$ cat src/rtl/serial_pkg.sv
// Constants shared by the serial shift-register link: the FSM state encodings
// and the line levels used by both the transmitter and the receiver.
package serial_pkg;

    localparam logic [1:0] ST_IDLE   = 2'd0;
    localparam logic [1:0] ST_DATA   = 2'd1;
    localparam logic [1:0] ST_PARITY = 2'd2;
    localparam logic [1:0] ST_STOP   = 2'd3;

    localparam logic START_BIT  = 1'b0;
    localparam logic STOP_BIT   = 1'b1;
    localparam logic IDLE_LEVEL = 1'b1;

endpackage

$ cat src/rtl/shift_rx_shreg.sv
// rx_shreg: WIDTH-bit receive shift register with synchronous clear and
// shift-enable; MSB_FIRST selects which end the serial bit enters from.
module rx_shreg #(
    parameter int WIDTH     = 8,
    parameter bit MSB_FIRST = 1'b0
) (
    input  logic             clk,
    input  logic             rst_n,
    input  logic             clr_i,
    input  logic             shift_i,
    input  logic             sin_i,
    output logic [WIDTH-1:0] q_o
);

    logic [WIDTH-1:0] q_q;
    logic [WIDTH-1:0] q_d;

    always_comb begin
        q_d = q_q;
        if (clr_i) begin
            q_d = '0;
        end else if (shift_i) begin
            if (MSB_FIRST) begin
                q_d = {q_q[WIDTH-2:0], sin_i};
            end else begin
                q_d = {sin_i, q_q[WIDTH-1:1]};
            end
        end
    end

    always_ff @(posedge clk or negedge rst_n) begin
        if (!rst_n) begin
            q_q <= '0;
        end else begin
            q_q <= q_d;
        end
    end

    assign q_o = q_q;

endmodule

$ cat src/rtl/shift_rx.sv
// shift_rx: serial-in, parallel-out frame receiver with valid/ready output.
// Defining SHIFT_RX_PARITY_EN adds an even-parity bit and the parity_err port.
//
// state  | meaning
// IDLE   | waiting for a start bit (line low on bit_en)
// DATA   | shifting in WIDTH data bits
// PARITY | sampling the even-parity bit (SHIFT_RX_PARITY_EN only)
// STOP   | sampling the stop bit, then load / overrun / frame error
module shift_rx
    import serial_pkg::*;
#(
    parameter int WIDTH     = 8,
    parameter bit MSB_FIRST = 1'b0
) (
    input  logic             clk,
    input  logic             rst_n,
    input  logic             bit_en,
    input  logic             sin,
    output logic [WIDTH-1:0] dout,
    output logic             dout_valid,
    input  logic             dout_ready,
    output logic             frame_err,
`ifdef SHIFT_RX_PARITY_EN
    output logic             parity_err,
`endif
    output logic             overrun
);

    localparam int CW = $clog2(WIDTH + 1);

    logic [1:0]       state_q, state_d;
    logic [CW-1:0]    cnt_q, cnt_d;
    logic [WIDTH-1:0] dout_q, dout_d;
    logic             valid_q, valid_d;
    logic             ferr_q, ferr_d;
    logic             ovr_q, ovr_d;
    logic             sh_clr;
    logic             sh_shift;
    logic [WIDTH-1:0] shreg;
    logic             par_bad;
`ifdef SHIFT_RX_PARITY_EN
    logic             pbad_q, pbad_d;
    logic             perr_q, perr_d;
`endif

    rx_shreg #(
        .WIDTH    (WIDTH),
        .MSB_FIRST(MSB_FIRST)
    ) u_shreg (
        .clk    (clk),
        .rst_n  (rst_n),
        .clr_i  (sh_clr),
        .shift_i(sh_shift),
        .sin_i  (sin),
        .q_o    (shreg)
    );

`ifdef SHIFT_RX_PARITY_EN
    assign par_bad = pbad_q;
`else
    assign par_bad = 1'b0;
`endif

    always_comb begin
        state_d  = state_q;
        cnt_d    = cnt_q;
        dout_d   = dout_q;
        valid_d  = valid_q;
        ferr_d   = 1'b0;
        ovr_d    = 1'b0;
        sh_clr   = 1'b0;
        sh_shift = 1'b0;
`ifdef SHIFT_RX_PARITY_EN
        pbad_d   = pbad_q;
        perr_d   = 1'b0;
`endif
        if (valid_q && dout_ready) begin
            valid_d = 1'b0;
        end
        if (bit_en) begin
            case (state_q)
                ST_IDLE: begin
                    if (sin == START_BIT) begin
                        state_d = ST_DATA;
                        cnt_d   = '0;
                        sh_clr  = 1'b1;
                    end
                end
                ST_DATA: begin
                    sh_shift = 1'b1;
                    cnt_d    = cnt_q + 1'b1;
                    if (cnt_q == CW'(WIDTH - 1)) begin
`ifdef SHIFT_RX_PARITY_EN
                        state_d = ST_PARITY;
`else
                        state_d = ST_STOP;
`endif
                    end
                end
`ifdef SHIFT_RX_PARITY_EN
                ST_PARITY: begin
                    pbad_d  = (^shreg) ^ sin;
                    state_d = ST_STOP;
                end
`endif
                ST_STOP: begin
                    state_d = ST_IDLE;
                    // A frame error outranks everything; a good word may still
                    // load on the same edge the consumer takes the old one.
                    if (sin != STOP_BIT) begin
                        ferr_d = 1'b1;
                    end else if (par_bad) begin
`ifdef SHIFT_RX_PARITY_EN
                        perr_d = 1'b1;
`endif
                    end else if (valid_q && !dout_ready) begin
                        ovr_d = 1'b1;
                    end else begin
                        dout_d  = shreg;
                        valid_d = 1'b1;
                    end
                end
                default: state_d = ST_IDLE;
            endcase
        end
    end

    always_ff @(posedge clk or negedge rst_n) begin
        if (!rst_n) begin
            state_q <= ST_IDLE;
            cnt_q   <= '0;
            dout_q  <= '0;
            valid_q <= 1'b0;
            ferr_q  <= 1'b0;
            ovr_q   <= 1'b0;
`ifdef SHIFT_RX_PARITY_EN
            pbad_q  <= 1'b0;
            perr_q  <= 1'b0;
`endif
        end else begin
            state_q <= state_d;
            cnt_q   <= cnt_d;
            dout_q  <= dout_d;
            valid_q <= valid_d;
            ferr_q  <= ferr_d;
            ovr_q   <= ovr_d;
`ifdef SHIFT_RX_PARITY_EN
            pbad_q  <= pbad_d;
            perr_q  <= perr_d;
`endif
        end
    end

    assign dout       = dout_q;
    assign dout_valid = valid_q;
    assign frame_err  = ferr_q;
    assign overrun    = ovr_q;
`ifdef SHIFT_RX_PARITY_EN
    assign parity_err = perr_q;
`endif

endmodule

$ cat config.mk
export PLATFORM = sky130hd
export DESIGN_NAME = shift_rx
export DESIGN_NICKNAME = d
export VERILOG_FILES = /design/src/rtl/serial_pkg.sv /design/src/rtl/shift_rx_shreg.sv /design/src/rtl/shift_rx.sv
export SDC_FILE = /design/constraint.sdc
export NUM_CORES = 1
export LEC_CHECK = 0
export CAP_MARGIN = 30
export CELL_PAD_IN_SITES_DETAIL_PLACEMENT = 0
export CELL_PAD_IN_SITES_GLOBAL_PLACEMENT = 2
export CORE_UTILIZATION = 30
export DETAILED_ROUTE_END_ITERATION = 8
export PLACE_DENSITY = 0.66
export SLEW_MARGIN = 20
export SYNTH_ARGS = -nofsm -noshare
export SYNTH_HDL_FRONTEND = slang
export SYNTH_SLANG_ARGS = --single-unit
$ cat constraint.sdc
create_clock -name clk -period 2.9 [get_ports clk]
set_input_delay 0.58 -clock clk [delete_from_list [all_inputs] [get_ports clk]]
set_output_delay 0.58 -clock clk [all_outputs]
set_load 0.005 [all_outputs]
==> results of run 1 <==
-- sequential cells by signal, indices dropped and copies added, names as in the netlist --
name	flops
dout_valid	1
u_shreg.q_o	8
dout	8
frame_err	1
state_q	2
cnt_q	4
overrun	1
-- area by class of cell --
cell class / count / area [µm²] / share of cell area
multi-input combinational: 45 / 409.1 / 0.3150
tap: 46 / 57.56 / 0.04432
clock buffer: 3 / 22.52 / 0.01734
clock inverter: 1 / 7.507 / 0.005780
timing repair buffer: 17 / 165.2 / 0.1272
sequential: 25 / 625.6 / 0.4817
inverter: 3 / 11.26 / 0.008670
-- per-layer routing --
layer | share of wire | track usage
met5 | 0 | 0
met4 | 0.012 | 0.04762
met3 | 0.032 | 0.04348
met2 | 0.51 | 0.1869
met1 | 0.45 | 0.1352
-- metrics by stage --
step	instances	setup slack (ns)
2_1_floorplan	77	1.366
3_3_place_gp	136	0.6115
3_5_place_dp	136	0.5599
4_1_cts	140	0.9198
5_1_grt	140	0.8272
6_report	140	0.9253
-- synth_stat cells (all sizes together) (2+ instances only) --
| master | n |
|---|---|
| dfrtp | 25 |
| buf | 4 |
| nand4b | 2 |
| mux2 | 8 |
| nand3 | 2 |
| a21oi | 4 |
| nand2 | 2 |
| inv | 3 |
| nor2 | 3 |
| nand2b | 3 |
| a22o | 7 |
-- cell families (layout without fill, tap and decap cells) --
logic type | Yosys count | after routing | share of synthesized area
AOI/OAI and AO/OA | 18 | 18 | 0.1391
muxes | 8 | 8 | 0.1112
buffers and inverters | 7 | 24 | 0.04171
and+or+nand+nor | 18 | 18 | 0.1170
DFF | 25 | 25 | 0.5794
adders and majority gates | 1 | 1 | 0.01159
-- worst paths after layout --
path | start | end | slack, ns | depth (start not counted)
worst max-delay path | sin | dout[6]$_DFFE_PN0P_ | 0.93 | 4
worst min-delay path | cnt_q[3]$_DFFE_PN0P_ | cnt_q[3]$_DFFE_PN0P_ | 0.49 | 1
worst max register to register | state_q[1]$_DFFE_PN0P_ | dout[6]$_DFFE_PN0P_ | 1.23 | 3
worst min register to register | cnt_q[3]$_DFFE_PN0P_ | cnt_q[3]$_DFFE_PN0P_ | 0.49 | 1
max in group asynchronous | rst_n | state_q[0]$_DFFE_PN0P_ | 2.06 | 2
min in group asynchronous | rst_n | dout[4]$_DFFE_PN0P_ | 0.59 | 2
-- power groups by stage --
stage               combinational, mW  clock, mW  sequential, mW
floorplan                       0.294          0           0.577
global placement                0.416          0           0.615
detailed placement              0.418          0           0.613
CTS                             0.421      0.172           0.605
global route                    0.460      0.184           0.627
finish                          0.415      0.160           0.602
==> impl_metrics.json, run 1 <==
{
  "netlist.area_leader.share": 0.5794,
  "period_minus_slack_ns": 1.975,
  "antenna_left": 0,
  "path_max_fanout": 8,
  "syn_inst": 77,
  "place_hpwl_mm": 1.264,
  "p_total_mw": 1.176,
  "synth_fp_nets": 83,
  "yosys.area.top_type": "dfrtp_1",
  "final_hold_viol_count": 0,
  "grt_max_degree": 26,
  "synth_ff_type": "dfrtp_1",
  "async_flop_share": 1.000,
  "power_frac_comb": 0.353,
  "grt_overflow": 0,
  "post-cts-setup-buffer-count": 0,
  "synthTopCellsByArea": "dfrtp_1 58%, mux2_4 11%, a22o_2 6.5%",
  "clkPwrFrac": 0.136,
  "drc": 0,
  "design.core.area_um2": 3390,
  "drive_gt1_frac": 0.2766,
  "drt-initial-drc-count": 25,
  "slew_headroom": 0.6217,
  "area_growth_pct": 20.28,
  "synth_edf_count": 0,
  "cp_num_buf_inv": 1,
  "mostFrequentLayoutCell": "dfrtp_1",
  "layout_common_cells": "25 x dfrtp_1, 15 x clkdlybuf4s50_1, 8 x mux2_4",
  "status": "completed",
  "post_cts_resized": 0,
  "synthDistinctLibCells": 27,
  "cts_hold_buf": 0,
  "synth.ff_latch_count": 25,
  "slowest_delay_ns": 0.61,
  "fmax_ghz": 0.5064,
  "dpl_cell_area_um2": 1269,
  "die_area_um2": 3843,
  "clock_latency_ns": 0.32,
  "vdd_ir_drop_max_uv": 362.7,
  "port_buffers": 15,
  "final_util": 0.3832,
  "first_pass_iters": 2,
  "period_share": 0.6809,
  "power_switching_mw": 0.3710,
  "critPathKind": "in2reg",
  "gp_congestion": 0.6838,
  "cts_made_buffers": 3,
  "tns_ns": 0,
  "path_clk_slew_ns": 0.14,
  "cp_data_required_time_ns": 3.13,
  "end_kind": "register",
  "diodes": 0,
  "syn_area_um2": 1080,
  "tightest_slew_ns": 0.5649,
  "rsz0062_at_grt": "false",
  "seqPwrFrac": 0.512,
  "yosys_warnings": 0,
  "fin_skew_ns": 0.001827,
  "cp.arrival_ns": 2.20,
  "wirelength_mm": 1.830,
  "setup_viol": 0,
  "start_util": 0.3186,
  "timing.hold.ws_ns": 0.4948,
  "avgSynthCellArea_um2": 14.02,
  "internal_power_mw": 0.8051,
  "vias": 658,
  "ys_seq_area_frac": 0.5794,
  "path_cells": "clkdlybuf4s50_1 -> nand4_2 -> nor2b_2 -> mux2_4",
  "grt_pass1_vias": 652,
  "leakage_nw": 0.5769,
  "slew_violations": 0,
  "cts.path.max_buffers": 2,
  "vias_per_cell": 4.700,
  "design_area_um2": 1299,
  "nFillCells": 327,
  "nNetsFinal": 101,
  "track_usage": 0.1146,
  "start_kind": "input port",
  "swShare": 0.3154,
  "power_density_nw_per_um2": 905.6,
  "wl_per_cell_um": 13.07,
  "die_y_um": 62.00,
  "critical-path-top-delay-family": "simple AND/OR/NAND/NOR gates",
  "die_x_um": 62.00,
  "io_pins": 16,
  "root_buffer": "clkbuf_4",
  "holdCritPathClass": "reg2reg",
  "cts.sinks": 25,
  "antenna_found_initial": 0,
  "tritoncts": "yes",
  "maxCapViolCount": 0,
  "htreeDepth": 1,
  "rows": 21,
  "crit_path_top_delay_cell": "clkdlybuf4s50_1",
  "grt_pass1_wl_mm": 3.105
}
No activity file was read; power rests on OpenSTA's default activity.
==> run 2, diff against run 1 <==
==> constraint.sdc (replaced) <==
create_clock -name clk -period 2.01 [get_ports clk]
set_input_delay 0.402 -clock clk [delete_from_list [all_inputs] [get_ports clk]]
set_output_delay 0.402 -clock clk [all_outputs]
set_load 0.005 [all_outputs]
==> run 2 against run 1 <==
- clock skew grew 0.0068 ns
- combinational power grew 47%
- global-route usage shrank 0.52 points
- clock power grew 44%
- utilization grew 0.81 points
- critical path depth shrank 3
- final area grew 2.1%
- via count grew 3.2%
- non-clock buffer count grew 2
- critical endpoint is now dout[7]
- largest cell class unchanged
==> impl_metrics.json, run 2 (synthesis results as in run 1) <==
{
  "setup_viol": 0,
  "nNetsFinal": 103,
  "first_pass_iters": 4,
  "leakage_nw": 0.5898,
  "antenna_found_initial": 0,
  "grt_max_degree": 26,
  "cp_num_buf_inv": 1,
  "critPathKind": "reg2out",
  "wl_met3_um": 73,
  "tns_ns": 0,
  "power_switching_mw": 0.5433,
  "vias_per_cell": 4.782,
  "track_usage": 0.1094,
  "cts_made_buffers": 3,
  "slowest_delay_ns": 0.51,
  "crit_path_top_delay_cell": "clkdlybuf4s50_1",
  "grt_pass1_vias": 636,
  "cts_hold_buf": 0,
  "slew_violations": 0,
  "period_minus_slack_ns": 1.628,
  "grt_pass1_wl_mm": 2.980,
  "start_kind": "register",
  "die_area_um2": 3843,
  "p_total_mw": 1.711,
  "htreeDepth": 1,
  "path_cells": "clkdlybuf4s50_1",
  "met2_wirelength_um": 855,
  "io_pins": 16,
  "status": "completed",
  "internal_power_mw": 1.168,
  "design_area_um2": 1326,
  "die_y_um": 62.00,
  "fmax_ghz": 0.6144,
  "end_kind": "primary output",
  "highest_layer": "met4",
  "rows": 21,
  "tightest_slew_ns": 0.3147,
  "holdCritPathClass": "in2async",
  "power_frac_comb": 0.356,
  "path_max_fanout": 2,
  "wl_per_cell_um": 13.05,
  "dp.cells": 138,
  "wirelength_mm": 1.853,
  "nFillCells": 333,
  "diodes": 0,
  "cp.arrival_ns": 1.23,
  "swShare": 0.3175,
  "vdd_ir_drop_max_uv": 490.1,
  "critical-path-top-delay-family": "buffers and inverters",
  "power_density_nw_per_um2": 1290,
  "die_x_um": 62.00,
  "cts.sinks": 25,
  "final_hold_viol_count": 0,
  "mostFrequentLayoutCell": "dfrtp_1",
  "tritoncts": "yes",
  "dpl_cell_area_um2": 1296,
  "slew_headroom": 0.7872,
  "gp_congestion": 0.7409,
  "multiInputGateArea_um2": 409.1,
  "vias": 679,
  "cts.path.max_buffers": 2,
  "drive_gt1_frac": 0.2917,
  "period_share": 0.8098,
  "path_clk_slew_ns": 0.14,
  "place_hpwl_mm": 1.223,
  "area_growth_pct": 22.83,
  "clkPwrFrac": 0.134,
  "grt_overflow": 0,
  "drc": 0,
  "layout_common_cells": "25 x dfrtp_1, 15 x clkdlybuf4s50_1, 8 x mux2_4",
  "clock_latency_ns": 0.32,
  "root_buffer": "clkbuf_4",
  "maxCapViolCount": 0,
  "rsz0062_at_grt": "false",
  "seqPwrFrac": 0.509,
  "drt-initial-drc-count": 25,
  "post_cts_resized": 0,
  "port_buffers": 15,
  "design.core.area_um2": 3390,
  "final_util": 0.3913,
  "cp_data_required_time_ns": 1.61,
  "seq_area_um2": 625.6,
  "wl_met1_um": 907,
  "antenna_left": 0,
  "start_util": 0.3186,
  "stdcell_count": 142,
  "post-cts-setup-buffer-count": 0,
  "fin_skew_ns": 0.008638
}
run 2: per-stage QoR:
step	setup WS, ns	hold slack (ns)
after floorplan	0.6541	0.1064
after global placement	0.2285	0.4771
after detailed placement	0.2031	0.5010
after CTS	0.3571	0.4267
after global routing	0.3080	0.4496
final	0.3823	0.4232
run 2: worst reg2reg max path, stage by stage, from the launching register on:
cell     delay [ns]
dfrtp_1        0.55
nand4_2        0.18
nor2b_2        0.18
buf_12         0.15
mux2_4         0.30
run 2: routing by layer:
layer,global-route usage,vias to the layer above
li1,-,315
met5,0,-
met3,0.03727,2
met2,0.1626,12
met1,0.1521,350
met4,0.02857,0
run 2: area by class of cell:
class,instances,share of cell area
flip-flops and latches,25,0.4717
inverters,3,0.008491
well taps,46,0.04340
clock inverters,1,0.005660
clock buffers,3,0.01698
multi-input cells,45,0.3085
repair buffers,19,0.1453
run 2: final timing paths:
path | start | to | slack (ns) | cells after the start
max | dout[7]$_DFFE_PN0P_ | dout[7] | 0.38 | 1
min | rst_n | dout[3]$_DFFE_PN0P_ | 0.42 | 2
max reg2reg | state_q[1]$_DFFE_PN0P_ | dout[6]$_DFFE_PN0P_ | 0.56 | 4
min reg2reg | cnt_q[3]$_DFFE_PN0P_ | cnt_q[3]$_DFFE_PN0P_ | 0.52 | 1
max in group asynchronous | rst_n | state_q[0]$_DFFE_PN0P_ | 1.34 | 2
min in group clk | cnt_q[3]$_DFFE_PN0P_ | cnt_q[3]$_DFFE_PN0P_ | 0.52 | 1
run 2: power by group through the flow:
stage                     logic, mW  registers, mW  clock network, mW
after floorplan               0.424          0.833                  0
after global placement        0.608          0.884                  0
after detailed placement      0.613          0.885                  0
after CTS                     0.617          0.874              0.246
after global routing          0.670          0.905              0.266
final                         0.610          0.871              0.230
